$ cat src/rtl/bus_arb_pkg.sv
// bus_arb_pkg: shared FSM state type and default sizing for the bus arbiter.
package bus_arb_pkg;
  typedef enum logic [1:0] {IDLE, GRANTED, BUSY, RELEASE} arb_state_t;
  localparam int DEF_NUM_MASTERS = 2;
  localparam int DEF_GRANT_TIMEOUT = 16;
endpackage

$ cat src/rtl/bus_arbiter_picker.sv
// arb_picker: combinational winner selection; BUS_ARB_ROUND_ROBIN_EN selects round-robin, else fixed priority.
module arb_picker import bus_arb_pkg::*; #(
  parameter int NUM_MASTERS = DEF_NUM_MASTERS,
  localparam int IDW = $clog2(NUM_MASTERS)
) (
  input  logic [NUM_MASTERS-1:0] req_i,
  input  logic [IDW-1:0]         last_winner_i,
  output logic                   valid_o,
  output logic [IDW-1:0]         winner_o
);
`ifdef BUS_ARB_ROUND_ROBIN_EN
  logic [IDW:0] idx;
  always_comb begin
    valid_o = |req_i;
    winner_o = '0;
    idx = '0;
    // walk downward from the farthest candidate so the nearest set bit after last_winner wins
    for (int k = NUM_MASTERS - 1; k >= 0; k--) begin
      idx = (IDW+1)'(last_winner_i) + (IDW+1)'(k + 1);
      if (idx >= (IDW+1)'(NUM_MASTERS)) idx = idx - (IDW+1)'(NUM_MASTERS);
      if (req_i[idx[IDW-1:0]]) winner_o = idx[IDW-1:0];
    end
  end
`else
  logic unused_lw;
  assign unused_lw = ^last_winner_i;
  always_comb begin
    valid_o = |req_i;
    winner_o = '0;
    for (int k = NUM_MASTERS - 1; k >= 0; k--)
      if (req_i[k]) winner_o = IDW'(k);
  end
`endif
endmodule

$ cat src/rtl/bus_arbiter.sv
// bus_arbiter: grants the shared bus to one master at a time with a turnaround cycle and unused-grant timeout.
// Arbitration scheme chosen in arb_picker by BUS_ARB_ROUND_ROBIN_EN (round-robin) or fixed priority when undefined.
module bus_arbiter import bus_arb_pkg::*; #(
  parameter int NUM_MASTERS = DEF_NUM_MASTERS,
  parameter int GRANT_TIMEOUT = DEF_GRANT_TIMEOUT,
  localparam int IDW = $clog2(NUM_MASTERS),
  localparam int CW = $clog2(GRANT_TIMEOUT)
) (
  input  logic                   clk,
  input  logic                   reset,
  input  logic [NUM_MASTERS-1:0] req,
  input  logic [NUM_MASTERS-1:0] util,
  output logic [NUM_MASTERS-1:0] grant,
  output logic [IDW-1:0]         grant_id,
  output logic                   bus_busy,
  output logic                   timeout,
  output logic                   util_err
);
  arb_state_t             state_q;
  logic [CW-1:0]          cnt_q;
  logic [NUM_MASTERS-1:0] grant_q;
  logic [IDW-1:0]         id_q;
  logic [IDW-1:0]         last_q;
  logic                   timeout_q;
  logic                   util_err_q;
  logic                   pick_valid;
  logic [IDW-1:0]         pick_id;

  arb_picker #(.NUM_MASTERS(NUM_MASTERS)) u_picker (
    .req_i         (req),
    .last_winner_i (last_q),
    .valid_o       (pick_valid),
    .winner_o      (pick_id)
  );

  always_ff @(posedge clk or negedge reset) begin
    if (!reset) begin
      state_q <= IDLE;
      cnt_q <= '0;
      grant_q <= '0;
      id_q <= '0;
      last_q <= IDW'(NUM_MASTERS - 1);
      timeout_q <= 1'b0;
      util_err_q <= 1'b0;
    end else begin
      timeout_q <= 1'b0;
      util_err_q <= |(util & ~grant_q);
      case (state_q)
        IDLE:
          if (pick_valid) begin
            grant_q <= NUM_MASTERS'(1) << pick_id;
            id_q <= pick_id;
            state_q <= GRANTED;
          end
        GRANTED:
          if (util[id_q]) state_q <= BUSY;
          else if (!req[id_q] || cnt_q == CW'(GRANT_TIMEOUT - 1)) begin
            timeout_q <= req[id_q];
            grant_q <= '0;
            state_q <= RELEASE;
          end else cnt_q <= cnt_q + 1'b1;
        BUSY:
          if (!util[id_q]) begin
            grant_q <= '0;
            state_q <= RELEASE;
          end
        RELEASE: begin
          last_q <= id_q;
          cnt_q <= '0;
          state_q <= IDLE;
        end
        default: state_q <= IDLE;
      endcase
    end
  end

  assign grant = grant_q;
  assign grant_id = id_q;
  assign bus_busy = state_q != IDLE;
  assign timeout = timeout_q;
  assign util_err = util_err_q;
endmodule

$ cat config.mk
export PLATFORM = sky130hd
export DESIGN_NAME = bus_arbiter
export DESIGN_NICKNAME = d
export VERILOG_FILES = /design/src/rtl/bus_arb_pkg.sv /design/src/rtl/bus_arbiter_picker.sv /design/src/rtl/bus_arbiter.sv
export SDC_FILE = /design/constraint.sdc
export NUM_CORES = 1
export LEC_CHECK = 0
export BUFFER_PORTS_ARGS = -buffer_cell sky130_fd_sc_hd__buf_2
export CORE_AREA = 2 2 41 43
export DETAILED_ROUTE_END_ITERATION = 16
export DIE_AREA = 0 0 43 45
export GPL_TIMING_DRIVEN = 0
export PLACE_DENSITY = 0.71
export SLEW_MARGIN = 25
export SYNTH_ARGS = -nofsm -noshare
export SYNTH_HDL_FRONTEND = slang
export SYNTH_SLANG_ARGS = --single-unit
$ cat constraint.sdc
create_clock -name clk -period 1.7 [get_ports clk]
set_input_delay 0.17 -clock clk [delete_from_list [all_inputs] [get_ports clk]]
set_output_delay 0.17 -clock clk [all_outputs]
set_load 0.01 [all_outputs]
Word level (Yosys, flattened, before mapping)
Cells that the tools add are included.
Word-level totals
  flip-flop bits (word level): 11
  logic and storage cells: 55
Cells by class
  $add $sub $neg: 1
  order comparisons: 1
  equality and inequality tests: 10
  shift operators: 1
  mux-type cells: 22
  bitwise gates (word level): 2
  reductions and logical operators: 12
Operators by type and width (count)
  2-bit 2-to-1 mux: 8
  2-bit inequality test, second input constant: 5
  1-bit 2-to-1 mux: 9
  4-bit 2-to-1 mux: 2
  2-bit case mux with 4 select lines: 1
  4-bit case mux with 2 select lines: 1
  2-bit case mux with 3 select lines: 1
  3-bit AND reduction: 2
  5-bit AND reduction: 1
  4-bit by 1-bit adder with 4-bit output, second input constant: 1
  2-bit equality test, second input constant: 2
  4-bit equality test, second input constant: 1
  2-bit nonzero test: 2
  2-bit OR reduction: 2
  3-bit inequality test, second input constant: 1
  3-bit nonzero test: 1
  2-bit bitwise AND: 1
  2-bit by 1-bit equality test with 1-bit output, second input constant: 1
  2-bit zero test: 1
  1-bit by 2-bit less-than comparator with 1-bit output, second input constant: 1
  2-bit NOT: 1
  2-bit AND reduction: 1
  1-bit by 1-bit << shifter with 2-bit output, first input constant: 1
  1-bit zero test: 1
  1-bit logical OR: 1

Logic depth before layout (Yosys ltp)
Gate-level depths: netlist of run 1.
  depth after elaboration: 7
  mapped depth: 6
  depth with buffers taken out: 6

Cells and area by module
Synthesis of run 1 repeated with hierarchy kept, for this count alone.
Unflattened totals
  cells, all modules: 74
  area, all modules: 734.5 µm²
Modules (own cells, without submodules)
  bus_arbiter: times used 1, cells an instance 72, area each 721.9 µm²
  arb_picker: times used 1, cells an instance 2, area each 12.5 µm²

Worst setup path after synthesis of run 1
OpenSTA, ideal clock, no wires.
  path type: register -> register
  from: register state_q[0]
  to: register state_q[1]
  data arrival time: 1.455 ns
  slack: 0.120 ns
  cell stages (with the launch flop): 7
  path buffers: 0
  cell sequence: dfrtp_1 -> inv_1 -> ha_1 -> nor3b_1 -> o21ba_2 -> nand2_2 -> mux2_4
Between the ends
  longest elaborated chain between the ends: 3
  elaborated cells on any way between the ends: 9
  those cells by class: 6 x eq/ne; 1 x mux; 2 x reduce/logical
Ends and longest elaborated chain
  from (decl): line bus_arbiter.sv:19  | arb_state_t state_q;
  from (signal assigned): line bus_arbiter.sv:38  | state_q <= IDLE;
  from (signal assigned): line bus_arbiter.sv:53  | state_q <= GRANTED;
  from (signal assigned): line bus_arbiter.sv:56  | if (util[id_q]) state_q <= BUSY;
  2-bit by 1-bit equality test with 1-bit output, or another cell as far along: line bus_arbiter.sv:48  | case (state_q)
  3-bit inequality test (no source line) or 2-bit inequality test (tied branches)
  3-bit AND reduction (no source line)
Parallel ways exist; a longest one is shown, timed or not.
A chain may end at the register's enable or synchronous reset.

Worst setup path after layout of run 1
Ends and elaborated chain as after synthesis.

==> out/results.ini, run 1 <==
[clocking]
post_cts.repair.setup_buffers=0
insertion_delay_ps=270
cts_tree=built
cts.htree.levels=1
cts_made_buffers=3
cts-root-buf=sky130_fd_sc_hd__clkbuf_4
clock_transition_at_the_registers_of_the_reported_paths_ps=70
clockBufferDepth=2
clkSinkCount=11

[layout]
multi_input_comb_area_um2=443
num-nets-final=99
fillerInstances=129
utilization=0.589
finalInstanceArea_um2=867
number_of_cells_in_the_finished_layout_apart_from_fillers=102
layout-drive-gt1-share=0.372
diodes=0
layout.area.seq_um2=275
flow.area_growth_from_synthesis_pct=18.9

[setup_path]
maximum_fanout_along_the_worst_path=5
crit_type=register to register
start_kind=register
worstPathRequired_ps=1860
worst_setup_path_end_kind=register
critPathArrivalTime_ps=1760

[detailed_routing]
detail_route.wl_per_cell_um=14.0
antenna_violating_nets_post_route=0
route.vias.total=578
viasPerCell=5.67
post-route-drc-count=0
routed_wirelength_um=1430
detailed_router_iteration_count_before_antenna_repair=4
detailedRoute.firstIterationViolations=8

[yosys]
synthesis.area_per_instance_um2=10.4
synth.yosys.seq_area_share=0.377
synth_top_family_by_area=compound AO/OA/AOI/OAI gates
post_synth_and_or_nand_nor_area_fraction=0.154
yosysWarningCount=0
postSynthNetCount=82
post_synth_mux_area_share=0.0943
synth_seq_cells=11
synthesized_area_fraction_occupied_by_ao_oa_aoi_and_oai_cells=0.211
synth.lib_cells_used.distinct=29
xor_xnor_share_of_the_synthesized_area=0.0120
netlist_area_um2=729
synth_fa_ha_area_frac=0.103
synth_cells=70

[global_route]
groute.layer.met2.usage=0.279
initial_antenna_violation_count=0
first_global_vias=554
grt_pass1_wl_um=2320
met3_usage=0.0240
grt_util_met1=0.202
grt_util_all_layers=0.167
grt_busiest_layer=met2
grt_overflow=0
grt_start_max_net_pins=12

[pwr]
power.leakage_nw=0.399
share_clk_of_total_power=0.134
peakVddDrop_uv=904
comb_power_share=0.546
p_int_mw=0.819
p_switching_mw=0.574
switching_share=0.412
share_seq_of_total_power=0.320
power_density_nw_per_um2=1610

[timing]
final-setup-viol-count=0
max_slew_margin=0.802
postLayoutSetupSlackWorst_ps=106
timing_hold_violations_final=0
finalWorstPathRequiredPeriod_ps=1590
slew_violations=0
grt_setup_unrepaired=false
timing.clock.skew_ps=1.23
fin_crit_sh=0.938
tightestPinTransition_ps=288
max_freq_mhz=627

[placement]
dp_worst_setup_slack_ps=-39.0
weighted_congestion_at_the_end_of_routability_driven_global_placement=0.771
post_dp_cell_area_um2=805
dpl.hpwl_um=1050
dpl.cell_count=97
buffer_ports.inserted=11

[floorplan]
pin_count=12
starting_density=0.496
num_rows=14
dieHeight_um=45
design.core.area_um2=1470
floorplan.die_area_um2=1940
horizontal_extent_of_the_die_um=43

[min_path]
timing.hold.worst.class=input port to register

[job]
max_cap_violations=0

[status]
result_of_the_run=finished, final reports clean

-- layer usage --
layer / vias to the layer above / wire, um / share of wire
li1: 282 / - / -
met1: 279 / 620 / 0.43
met2: 11 / 721 / 0.50
met3: 6 / 40 / 0.028
met4: 0 / 48 / 0.034
met5: - / 0 / 0
-- power groups by stage --
stage	Combinational, mW	Sequential, mW	Clock, mW
after floorplan	0.516	0.449	0
after global placement	0.666	0.441	0
after detailed placement	0.696	0.448	0
after CTS	0.706	0.444	0.193
after global routing	0.853	0.459	0.197
final	0.760	0.446	0.187
-- path summary, 6_finish.rpt --
path | from | to | slack, ps | cells after the start
hold / removal | util[1] | util_err$_DFF_PN0_ | 150 | 3
hold reg to reg | grant[0]$_DFFE_PN0P_ | util_err$_DFF_PN0_ | 500 | 1
setup reg to reg | state_q[0]$_DFFE_PN0P_ | state_q[1]$_DFFE_PN0P_ | 110 | 6
max in group asynchronous | reset | grant[0]$_DFFE_PN0P_ | 1200 | 2
min in group asynchronous | reset | cnt_q[3]$_DFFE_PN0P_ | 290 | 2
setup / recovery | state_q[0]$_DFFE_PN0P_ | state_q[1]$_DFFE_PN0P_ | 110 | 6
-- placed cells by master, fill, tap and decap left out, types with 2 or more instances in the layout --
| cell type | n |
|---|---|
| sky130_fd_sc_hd__a21boi_0 | 2 |
| sky130_fd_sc_hd__a21oi_1 | 6 |
| sky130_fd_sc_hd__buf_2 | 11 |
| sky130_fd_sc_hd__clkbuf_4 | 4 |
| sky130_fd_sc_hd__dfrtp_1 | 11 |
| sky130_fd_sc_hd__ha_1 | 5 |
| sky130_fd_sc_hd__inv_1 | 6 |
| sky130_fd_sc_hd__inv_2 | 2 |
| sky130_fd_sc_hd__mux2_2 | 3 |
| sky130_fd_sc_hd__mux2i_1 | 2 |
| sky130_fd_sc_hd__nand2_1 | 3 |
| sky130_fd_sc_hd__nand3_1 | 4 |
| sky130_fd_sc_hd__nor2_1 | 3 |
| sky130_fd_sc_hd__nor3b_4 | 2 |
| sky130_fd_sc_hd__o21ai_0 | 2 |
| sky130_fd_sc_hd__o22ai_1 | 2 |
-- flip-flops by register name (all words and copies together) (netlist names) --
register,flops
grant_id,1
cnt_q,4
state_q,2
util_err,1
grant,2
timeout,1
-- critical path, stage by stage, from the launching register on --
cell	delay, ps
sky130_fd_sc_hd__dfrtp_1	410
sky130_fd_sc_hd__inv_2	130
sky130_fd_sc_hd__ha_4	170
sky130_fd_sc_hd__nor3b_4	190
sky130_fd_sc_hd__o21ba_2	190
sky130_fd_sc_hd__nand2_2	90
sky130_fd_sc_hd__mux2_4	300
-- through the flow --
| stage | hold WS [ps] | setup TNS (ps) | total power [mW] |
|---|---|---|---|
| after floorplan | -126 | 0 | 0.964 |
| after global placement | 55.1 | 0 | 1.11 |
| after detailed placement | 53.0 | -39.0 | 1.14 |
| after CTS | 140 | 0 | 1.34 |
| after global routing | 155 | 0 | 1.51 |
| final | 150 | 0 | 1.39 |
-- cell type report --
class	instances	area share
multi-input combinational	50	0.511
inverter	8	0.0346
buffer	1	0.00866
sequential	11	0.317
timing repair buffer	12	0.0750
tap	16	0.0231
clock buffer	4	0.0303
-- what timing repair did --
item / in CTS / in global routing
gates resized for setup: 1 / 6
hold endpoints to repair: 11 / 0
hold buffers: 1 / 0
setup endpoints to repair: 1 / 4
-- cells by family after synthesis --
kind of cell	after synthesis
buffers and inverters	9
AOI/OAI and AO/OA	19
xor gates and xnor gates	1
and+or+nand+nor	18
muxes	6
DFF	11
adders and majority gates	6
-- synthesized netlist by cell type --
cell	instances	area (um^2)
sky130_fd_sc_hd__mux2_4	1	15.0
sky130_fd_sc_hd__a21oi_1	6	30.0
sky130_fd_sc_hd__inv_1	8	30.0
sky130_fd_sc_hd__ha_1	6	75.1
sky130_fd_sc_hd__o21ai_2	1	8.76
sky130_fd_sc_hd__nor2_1	3	11.3
sky130_fd_sc_hd__o21ba_2	1	10.0
sky130_fd_sc_hd__nand2_2	1	6.26
sky130_fd_sc_hd__and3b_4	1	12.5
sky130_fd_sc_hd__o221a_2	1	11.3
sky130_fd_sc_hd__nor3_1	1	5.00
sky130_fd_sc_hd__o22ai_1	2	12.5
sky130_fd_sc_hd__a2111oi_2	1	15.0
sky130_fd_sc_hd__dfrtp_1	11	275
sky130_fd_sc_hd__nor3b_4	1	18.8
sky130_fd_sc_hd__mux2_2	3	33.8
sky130_fd_sc_hd__o211ai_1	1	7.51
sky130_fd_sc_hd__nor2b_1	1	6.26
sky130_fd_sc_hd__xor2_1	1	8.76
sky130_fd_sc_hd__nand3_1	4	20.0
sky130_fd_sc_hd__o211ai_2	1	12.5
sky130_fd_sc_hd__o21ai_0	2	10.0
sky130_fd_sc_hd__and3_1	1	6.26
sky130_fd_sc_hd__nor3b_1	2	15.0
sky130_fd_sc_hd__mux2i_1	2	20.0
sky130_fd_sc_hd__a21boi_0	2	15.0
sky130_fd_sc_hd__o211ai_4	1	21.3
sky130_fd_sc_hd__buf_2	1	5.00
sky130_fd_sc_hd__nand2_1	3	11.3
Power figures use the tool's default switching activity.
==> run 2: changes to the inputs <==
- RECOVER_POWER: not set -> 100
==> run 2 against run 1 <==
Net effect: combinational power shrank 2%; largest cell class unchanged; clock-buffer cell count stayed put; final area shrank 1.6%; critical path depth stayed put; power decreased by 1.1%; cell count stayed put; sequential power barely moved.
==> out/results.ini, run 2 (synthesis gave the netlist of run 1 again) <==
[detailed_routing]
detail_route.wl_per_cell_um=14.1  ; was 14.0 um
viasPerCell=5.65  ; was 5.67
detailedRoute.firstIterationViolations=7  ; was 8
route.vias.total=576  ; was 578
detailed_router_iteration_count_before_antenna_repair=4  ; unchanged
antenna_violating_nets_post_route=0  ; unchanged
post-route-drc-count=0  ; unchanged
routed_wirelength_um=1440  ; was 1430 um

[setup_path]
worstPathRequired_ps=1860  ; about the same
reg2regPathDepth=6  ; unchanged
worst_setup_path_end_kind=register  ; unchanged
r2r_setup_slack_ps=100  ; was 110 ps
maximum_fanout_along_the_worst_path=5  ; unchanged
crit_type=register to register  ; unchanged
critPathArrivalTime_ps=1760  ; about the same
worstReg2RegStart=state_q[0]$_DFFE_PN0P_  ; unchanged
worst_r2r_endpoint=state_q[1]$_DFFE_PN0P_  ; unchanged
start_kind=register  ; unchanged

[floorplan]
starting_density=0.496  ; unchanged
design.core.area_um2=1470  ; unchanged
pin_count=12  ; unchanged
floorplan.die_area_um2=1940  ; unchanged
dieHeight_um=45  ; unchanged
num_rows=14  ; unchanged
horizontal_extent_of_the_die_um=43  ; unchanged

[global_route]
initial_antenna_violation_count=0  ; unchanged
grt_overflow=0  ; unchanged
first_global_vias=554  ; unchanged
grt_util_all_layers=0.167  ; unchanged
grt_pass1_wl_um=2320  ; unchanged
grt_start_max_net_pins=12  ; unchanged

[clocking]
cts-root-buf=sky130_fd_sc_hd__clkbuf_4  ; unchanged
cts_tree=built  ; unchanged
clock_transition_at_the_registers_of_the_reported_paths_ps=70  ; about the same
insertion_delay_ps=270  ; about the same
post_cts.repair.setup_buffers=0  ; unchanged
clockBufferDepth=2  ; unchanged
cts.htree.levels=1  ; unchanged
cts_made_buffers=3  ; unchanged
clkSinkCount=11  ; unchanged

[layout]
final_cell_mix=sky130_fd_sc_hd__dfrtp_1 (11), sky130_fd_sc_hd__clkbuf_1 (7), sky130_fd_sc_hd__inv_1 (6), sky130_fd_sc_hd__a21oi_1 (6)  ; was sky130_fd_sc_hd__dfrtp_1 (11), sky130_fd_sc_hd__buf_2 (11), sky130_fd_sc_hd__inv_1 (6), sky130_fd_sc_hd__a21oi_1 (6), sky130_fd_sc_hd__ha_1 (5)
mostFrequentLayoutCell=sky130_fd_sc_hd__dfrtp_1
largest-register=cnt_q  ; unchanged
flow.area_growth_from_synthesis_pct=17.0  ; was 18.9%
largest_reg_flops=4  ; unchanged
layout-drive-gt1-share=0.279  ; was 0.372
diodes=0  ; unchanged
num-nets-final=99  ; unchanged

[min_path]
hold_path_end=util_err$_DFF_PN0_  ; unchanged
timing.hold.worst_path_depth=3  ; unchanged
timing.hold.worst.class=input port to register  ; unchanged
timing.hold.worst.start=util[1]  ; unchanged

[timing]
grt_setup_unrepaired=false  ; unchanged
postLayoutSetupSlackWorst_ps=103  ; was 106 ps
max_slew_margin=0.589  ; was 0.802
fin_crit_sh=0.939  ; was 0.938
timing.clock.skew_ps=1.07  ; was 1.23 ps
slew_violations=0  ; unchanged
finalWorstPathRequiredPeriod_ps=1600  ; was 1590 ps
timing_hold_violations_final=0  ; unchanged
final-setup-viol-count=0  ; unchanged
setup_tns_ps=0  ; unchanged
max_freq_mhz=626  ; was 627 MHz
tightestPinTransition_ps=616  ; was 288 ps

[status]
result_of_the_run=finished, final reports clean  ; unchanged

[placement]
weighted_congestion_at_the_end_of_routability_driven_global_placement=0.771  ; unchanged
dpl.hpwl_um=1050  ; unchanged
dp_worst_setup_slack_ps=-39.0  ; unchanged
buffer_ports.inserted=11  ; unchanged

[job]
max_cap_violations=0  ; unchanged

[pwr]
power.leakage_nw=0.381  ; was 0.399 nW
power_density_nw_per_um2=1610  ; about the same
peakVddDrop_uv=904  ; about the same

==> run 2: changes by cell type in the layout (fill, tap and decap cells not counted) <==
cell                        before  now
sky130_fd_sc_hd__buf_2          11    5
sky130_fd_sc_hd__a2111oi_0       0    1
sky130_fd_sc_hd__a2111oi_2       1    0
sky130_fd_sc_hd__o21ba_1         0    1
sky130_fd_sc_hd__clkbuf_1        1    7
sky130_fd_sc_hd__o21ba_2         1    0
==> run 2: stage by stage <==
stage / std cells / hold WS (ps) / power, mW / instance area [um^2] / util
finish: 102 / 150 / 1.38 / 853 / 0.580
global route: 102 / 155 / 1.49 / 853 / 0.580
CTS: 102 / 140 / 1.34 / 846 / 0.575
detailed placement: 97 / 53.0 / 1.14 / 805 / 0.547
global placement: 97 / 55.1 / 1.11 / 805 / 0.547
floorplan: 70 / -126 / 0.964 / 729 / -
==> run 2: per-layer routing <==
layer	wire, um	GRT usage	part of all wire	vias to the layer above
met1	624	0.202	0.43	277
met5	0	0	0	-
met4	48	0.109	0.033	0
met3	41	0.0240	0.029	6
met2	720	0.279	0.50	11
li1	-	-	-	282
==> run 2: worst max path at each step <==
stage	startpoint	end	depth (start not counted)
2_1_floorplan	state_q[0]$_DFFE_PN0P_	state_q[1]$_DFFE_PN0P_	6
3_3_place_gp	state_q[0]$_DFFE_PN0P_	state_q[1]$_DFFE_PN0P_	6
3_5_place_dp	state_q[0]$_DFFE_PN0P_	state_q[1]$_DFFE_PN0P_	6
4_1_cts	state_q[0]$_DFFE_PN0P_	state_q[1]$_DFFE_PN0P_	6
5_1_grt	state_q[1]$_DFFE_PN0P_	grant[1]$_DFFE_PN0P_	6
6_report	state_q[0]$_DFFE_PN0P_	state_q[1]$_DFFE_PN0P_	6
==> run 2: area by class of cell <==
| type | count | area (um^2) |
|---|---|---|
| buffer | 1 | 7.51 |
| clock buffer | 4 | 26.3 |
| fill | 134 | 618 |
| inverter | 8 | 30.0 |
| multi-input combinational | 50 | 437 |
| sequential | 11 | 275 |
| tap | 16 | 20.0 |
| timing repair buffer | 12 | 57.6 |
==> run 2: timing repair <==
item,4_1_cts,5_1_grt
pin swaps,0,0
endpoints found under the setup margin,1,4
hold endpoints to repair,11,0
gates resized for setup,1,6
hold buffers,1,0
==> run 2: report_power, final <==
| group | internal [mW] | switching (mW) | leakage, nW |
|---|---|---|---|
| logic | 0.365 | 0.379 | 0.226 |
| clock network | 0.0910 | 0.0960 | 0.0150 |
| registers | 0.350 | 0.0969 | 0.140 |
==> run 2: critical path, cell delays in order, from the launching register on <==
cell,delay (ps)
sky130_fd_sc_hd__dfrtp_1,410
sky130_fd_sc_hd__inv_2,130
sky130_fd_sc_hd__ha_4,170
sky130_fd_sc_hd__nor3b_4,190
sky130_fd_sc_hd__o21ba_1,190
sky130_fd_sc_hd__nand2_2,100
sky130_fd_sc_hd__mux2_4,300
==> run 3: changes to the inputs <==
- ABC_AREA: not set -> 1
==> run 3 against run 2 <==
Net effect: via count is 0.87% lower; die area stayed put; largest cell class unchanged; sequential power about the same; power fell by 1.5%; wire length shrank 12%; synthesized cell count rose by 27%; critical path type is now register to output pin.
==> out/results.ini, run 3 <==
[floorplan]
starting_density=0.497  ; was 0.496
pin_count=12  ; unchanged
horizontal_extent_of_the_die_um=43  ; unchanged
dieHeight_um=45  ; unchanged
floorplan.die_area_um2=1940  ; unchanged
design.core.area_um2=1470  ; unchanged
num_rows=14  ; unchanged

[yosys]
area_leader_netlist=sky130_fd_sc_hd__dfrtp_1  ; unchanged
synth_seq_cells=11  ; unchanged
synthFlopType=sky130_fd_sc_hd__dfrtp_1  ; unchanged
netlist_top_cells_area=sky130_fd_sc_hd__dfrtp_1 (38%), sky130_fd_sc_hd__nand2_1 (11%), sky130_fd_sc_hd__ha_1 (10%), sky130_fd_sc_hd__nand3_1 (6.2%), sky130_fd_sc_hd__nand2_2 (6.0%)  ; was sky130_fd_sc_hd__dfrtp_1 (38%), sky130_fd_sc_hd__ha_1 (10%), sky130_fd_sc_hd__mux2_2 (4.6%), sky130_fd_sc_hd__a21oi_1 (4.1%), sky130_fd_sc_hd__inv_1 (4.1%)
synth.yosys.seq_area_share=0.377  ; about the same
asyncSetResetFlopFracSynth=1.00  ; unchanged
synth_enable_flop_cells=0  ; unchanged
netlist_area_um2=731  ; was 729 um^2
yosysMostFrequentCell=sky130_fd_sc_hd__nand2_1  ; was sky130_fd_sc_hd__dfrtp_1
synth_top_cell_area_share=0.377  ; about the same
synth_cells=89  ; was 70
yosysWarningCount=0  ; unchanged
synth.lib_cells_used.distinct=21  ; was 29
postSynthNetCount=101  ; was 82
synthesis.area_per_instance_um2=8.21  ; was 10.4 um^2
synth_commonest_cells=sky130_fd_sc_hd__nand2_1 (21), sky130_fd_sc_hd__dfrtp_1 (11), sky130_fd_sc_hd__inv_1 (10)  ; was sky130_fd_sc_hd__dfrtp_1 (11), sky130_fd_sc_hd__inv_1 (8), sky130_fd_sc_hd__a21oi_1 (6), sky130_fd_sc_hd__ha_1 (6), sky130_fd_sc_hd__nand3_1 (4)

[setup_path]
worst_setup_path_end_kind=output pin  ; was register
maximum_fanout_along_the_worst_path=5  ; unchanged
worstPathRequired_ps=1530  ; was 1860 ps
critPathArrivalTime_ps=1230  ; was 1760 ps
start_kind=register  ; unchanged
reg2regPathDepth=8  ; was 6
crit_type=register to output pin  ; was register to register

[global_route]
grt_overflow=0  ; unchanged
grt_pass1_wl_um=2330  ; was 2320 um
grt_util_all_layers=0.165  ; was 0.167
initial_antenna_violation_count=0  ; unchanged
first_global_vias=538  ; was 554
grt_start_max_net_pins=12  ; unchanged

[layout]
fillerInstances=163  ; was 134
flow.area_growth_from_synthesis_pct=12.0  ; was 17.0%
multi_input_comb_area_um2=392  ; was 437 um^2
layout-drive-gt1-share=0.200  ; was 0.279
diodes=0  ; unchanged
mostFrequentLayoutCell=sky130_fd_sc_hd__nand2_1  ; was sky130_fd_sc_hd__dfrtp_1
layout.area.seq_um2=275  ; unchanged
largest_reg_flops=4  ; unchanged
largest-register=cnt_q  ; unchanged
final_cell_mix=sky130_fd_sc_hd__nand2_1 (25), sky130_fd_sc_hd__inv_1 (11), sky130_fd_sc_hd__dfrtp_1 (11), sky130_fd_sc_hd__nand3_1 (9), sky130_fd_sc_hd__clkbuf_1 (8)  ; was sky130_fd_sc_hd__dfrtp_1 (11), sky130_fd_sc_hd__clkbuf_1 (7), sky130_fd_sc_hd__inv_1 (6), sky130_fd_sc_hd__a21oi_1 (6)
number_of_cells_in_the_finished_layout_apart_from_fillers=121  ; was 102
num-nets-final=118  ; was 99

[status]
result_of_the_run=finished, final reports clean  ; unchanged

[clocking]
post_cts.repair.setup_buffers=0  ; unchanged
insertion_delay_ps=260  ; was 270 ps
clock_transition_at_the_registers_of_the_reported_paths_ps=70  ; about the same
clkSinkCount=11  ; unchanged
cts_tree=built  ; unchanged
cts.htree.levels=1  ; unchanged
cts-root-buf=sky130_fd_sc_hd__clkbuf_4  ; unchanged
clockBufferDepth=2  ; unchanged
cts_made_buffers=3  ; unchanged

[detailed_routing]
viasPerCell=4.72  ; was 5.65
routed_wirelength_um=1260  ; was 1440 um
wl_met1_um=679  ; was 624 um
post-route-drc-count=0  ; unchanged
detailedRoute.firstIterationViolations=4  ; was 7
detailed_router_iteration_count_before_antenna_repair=2  ; was 4
met2_length_um=535  ; was 720 um
route.vias.total=571  ; was 576
topRoutingLayerUsed=met4  ; unchanged
antenna_violating_nets_post_route=0  ; unchanged
detail_route.wl_per_cell_um=10.4  ; was 14.1 um
detailroute.wirelength.met3_um=31  ; was 41 um

[placement]
dp_worst_setup_slack_ps=367  ; was -39.0 ps
dpl.hpwl_um=1030  ; was 1050 um
dpl.cell_count=116  ; was 97
weighted_congestion_at_the_end_of_routability_driven_global_placement=0.823  ; was 0.771
buffer_ports.inserted=11  ; unchanged

[timing]
fin_worst_hold_slack_ps=189  ; was 150 ps
tightestPinTransition_ps=607  ; was 616 ps
finalWorstPathRequiredPeriod_ps=1400  ; was 1600 ps
fin_crit_sh=0.826  ; was 0.939
setup_tns_ps=0  ; unchanged
timing.clock.skew_ps=0.387  ; was 1.07 ps
max_slew_margin=0.595  ; was 0.589
slew_violations=0  ; unchanged
grt_setup_unrepaired=false  ; unchanged
postLayoutSetupSlackWorst_ps=296  ; was 103 ps
timing_hold_violations_final=0  ; unchanged
final-setup-viol-count=0  ; unchanged
max_freq_mhz=712  ; was 626 MHz

[min_path]
timing.hold.worst.class=input port to register  ; unchanged
timing.hold.worst_path_depth=3  ; unchanged

[pwr]
peakVddDrop_uv=935  ; was 904 uV
power.leakage_nw=0.445  ; was 0.381 nW
power_density_nw_per_um2=1660  ; was 1610 nW/um^2

[job]
max_cap_violations=0  ; unchanged

[run 3: cell count changes after synthesis, moves of 2 or more]
cell	previous run	this run
sky130_fd_sc_hd__inv_2	0	3
sky130_fd_sc_hd__nand2_1	3	21
sky130_fd_sc_hd__nand3_1	4	9
sky130_fd_sc_hd__nand2_2	1	7
sky130_fd_sc_hd__mux2_2	3	0
sky130_fd_sc_hd__inv_1	8	10
sky130_fd_sc_hd__nor2_4	0	2
sky130_fd_sc_hd__a21oi_1	6	2
sky130_fd_sc_hd__o21ai_0	2	4
sky130_fd_sc_hd__mux2i_1	2	0
sky130_fd_sc_hd__nor3b_1	2	0
sky130_fd_sc_hd__a21boi_0	2	0
sky130_fd_sc_hd__nand2_4	0	2
[run 3: repair_timing]
action / CTS / global route
endpoints found under the setup margin: 0 / 0
hold endpoints to repair: 11 / 0
hold buffers: 1 / 0
resized for setup: 0 / 0
[run 3: where the power goes]
part | switching [mW] | internal, mW | total (mW)
sequential | 0.0894 | 0.361 | 0.450
clock | 0.0873 | 0.0908 | 0.178
combinational | 0.460 | 0.270 | 0.729
[run 3: cell families after synthesis]
group,after synthesis,synth area share
buffers and inverters,13,0.0668
AOI/OAI and AO/OA,9,0.0719
adders and majority gates,6,0.103
xor gates and xnor gates,1,0.0120
and+or+nand+nor,49,0.370
DFF,11,0.377
[run 3: layer usage]
metal / vias to the layer above / track usage
li1: 315 / -
met1: 247 / 0.239
met2: 7 / 0.239
met3: 2 / 0.0360
met4: 0 / 0.0727
met5: - / 0
[run 3: path summary, 6_finish.rpt]
check | slack, ps | to | start
worst min-delay path | 190 | util_err$_DFF_PN0_ | util[1]
worst min register to register | 490 | util_err$_DFF_PN0_ | grant[1]$_DFFE_PN0P_
min in group asynchronous | 430 | grant_id$_DFFE_PN0P_ | reset
worst max register to register | 300 | grant[0]$_DFFE_PN0P_ | state_q[0]$_DFFE_PN0P_
worst max-delay path | 300 | bus_busy | state_q[0]$_DFFE_PN0P_
max in group asynchronous | 880 | state_q[0]$_DFFE_PN0P_ | reset
[run 3: through the flow]
stage / instance area [um^2] / total power [mW] / util
floorplan: 731 / 1.06 / -
global placement: 806 / 1.22 / 0.548
detailed placement: 806 / 1.24 / 0.548
CTS: 842 / 1.43 / 0.572
global route: 818 / 1.51 / 0.556
finish: 818 / 1.36 / 0.556
[run 3: area by class of cell]
cell class,count,share of cell area
clock buffer,4,0.0321
multi-input combinational,65,0.479
tap,16,0.0245
inverter,13,0.0596
timing repair buffer,12,0.0688
sequential,11,0.336
[run 3: worst max-delay path: stages, from the launching register on]
cell                       delay (ps)
sky130_fd_sc_hd__dfrtp_1          420
sky130_fd_sc_hd__inv_1            110
sky130_fd_sc_hd__ha_1             220
sky130_fd_sc_hd__inv_1             80
sky130_fd_sc_hd__clkbuf_1         150
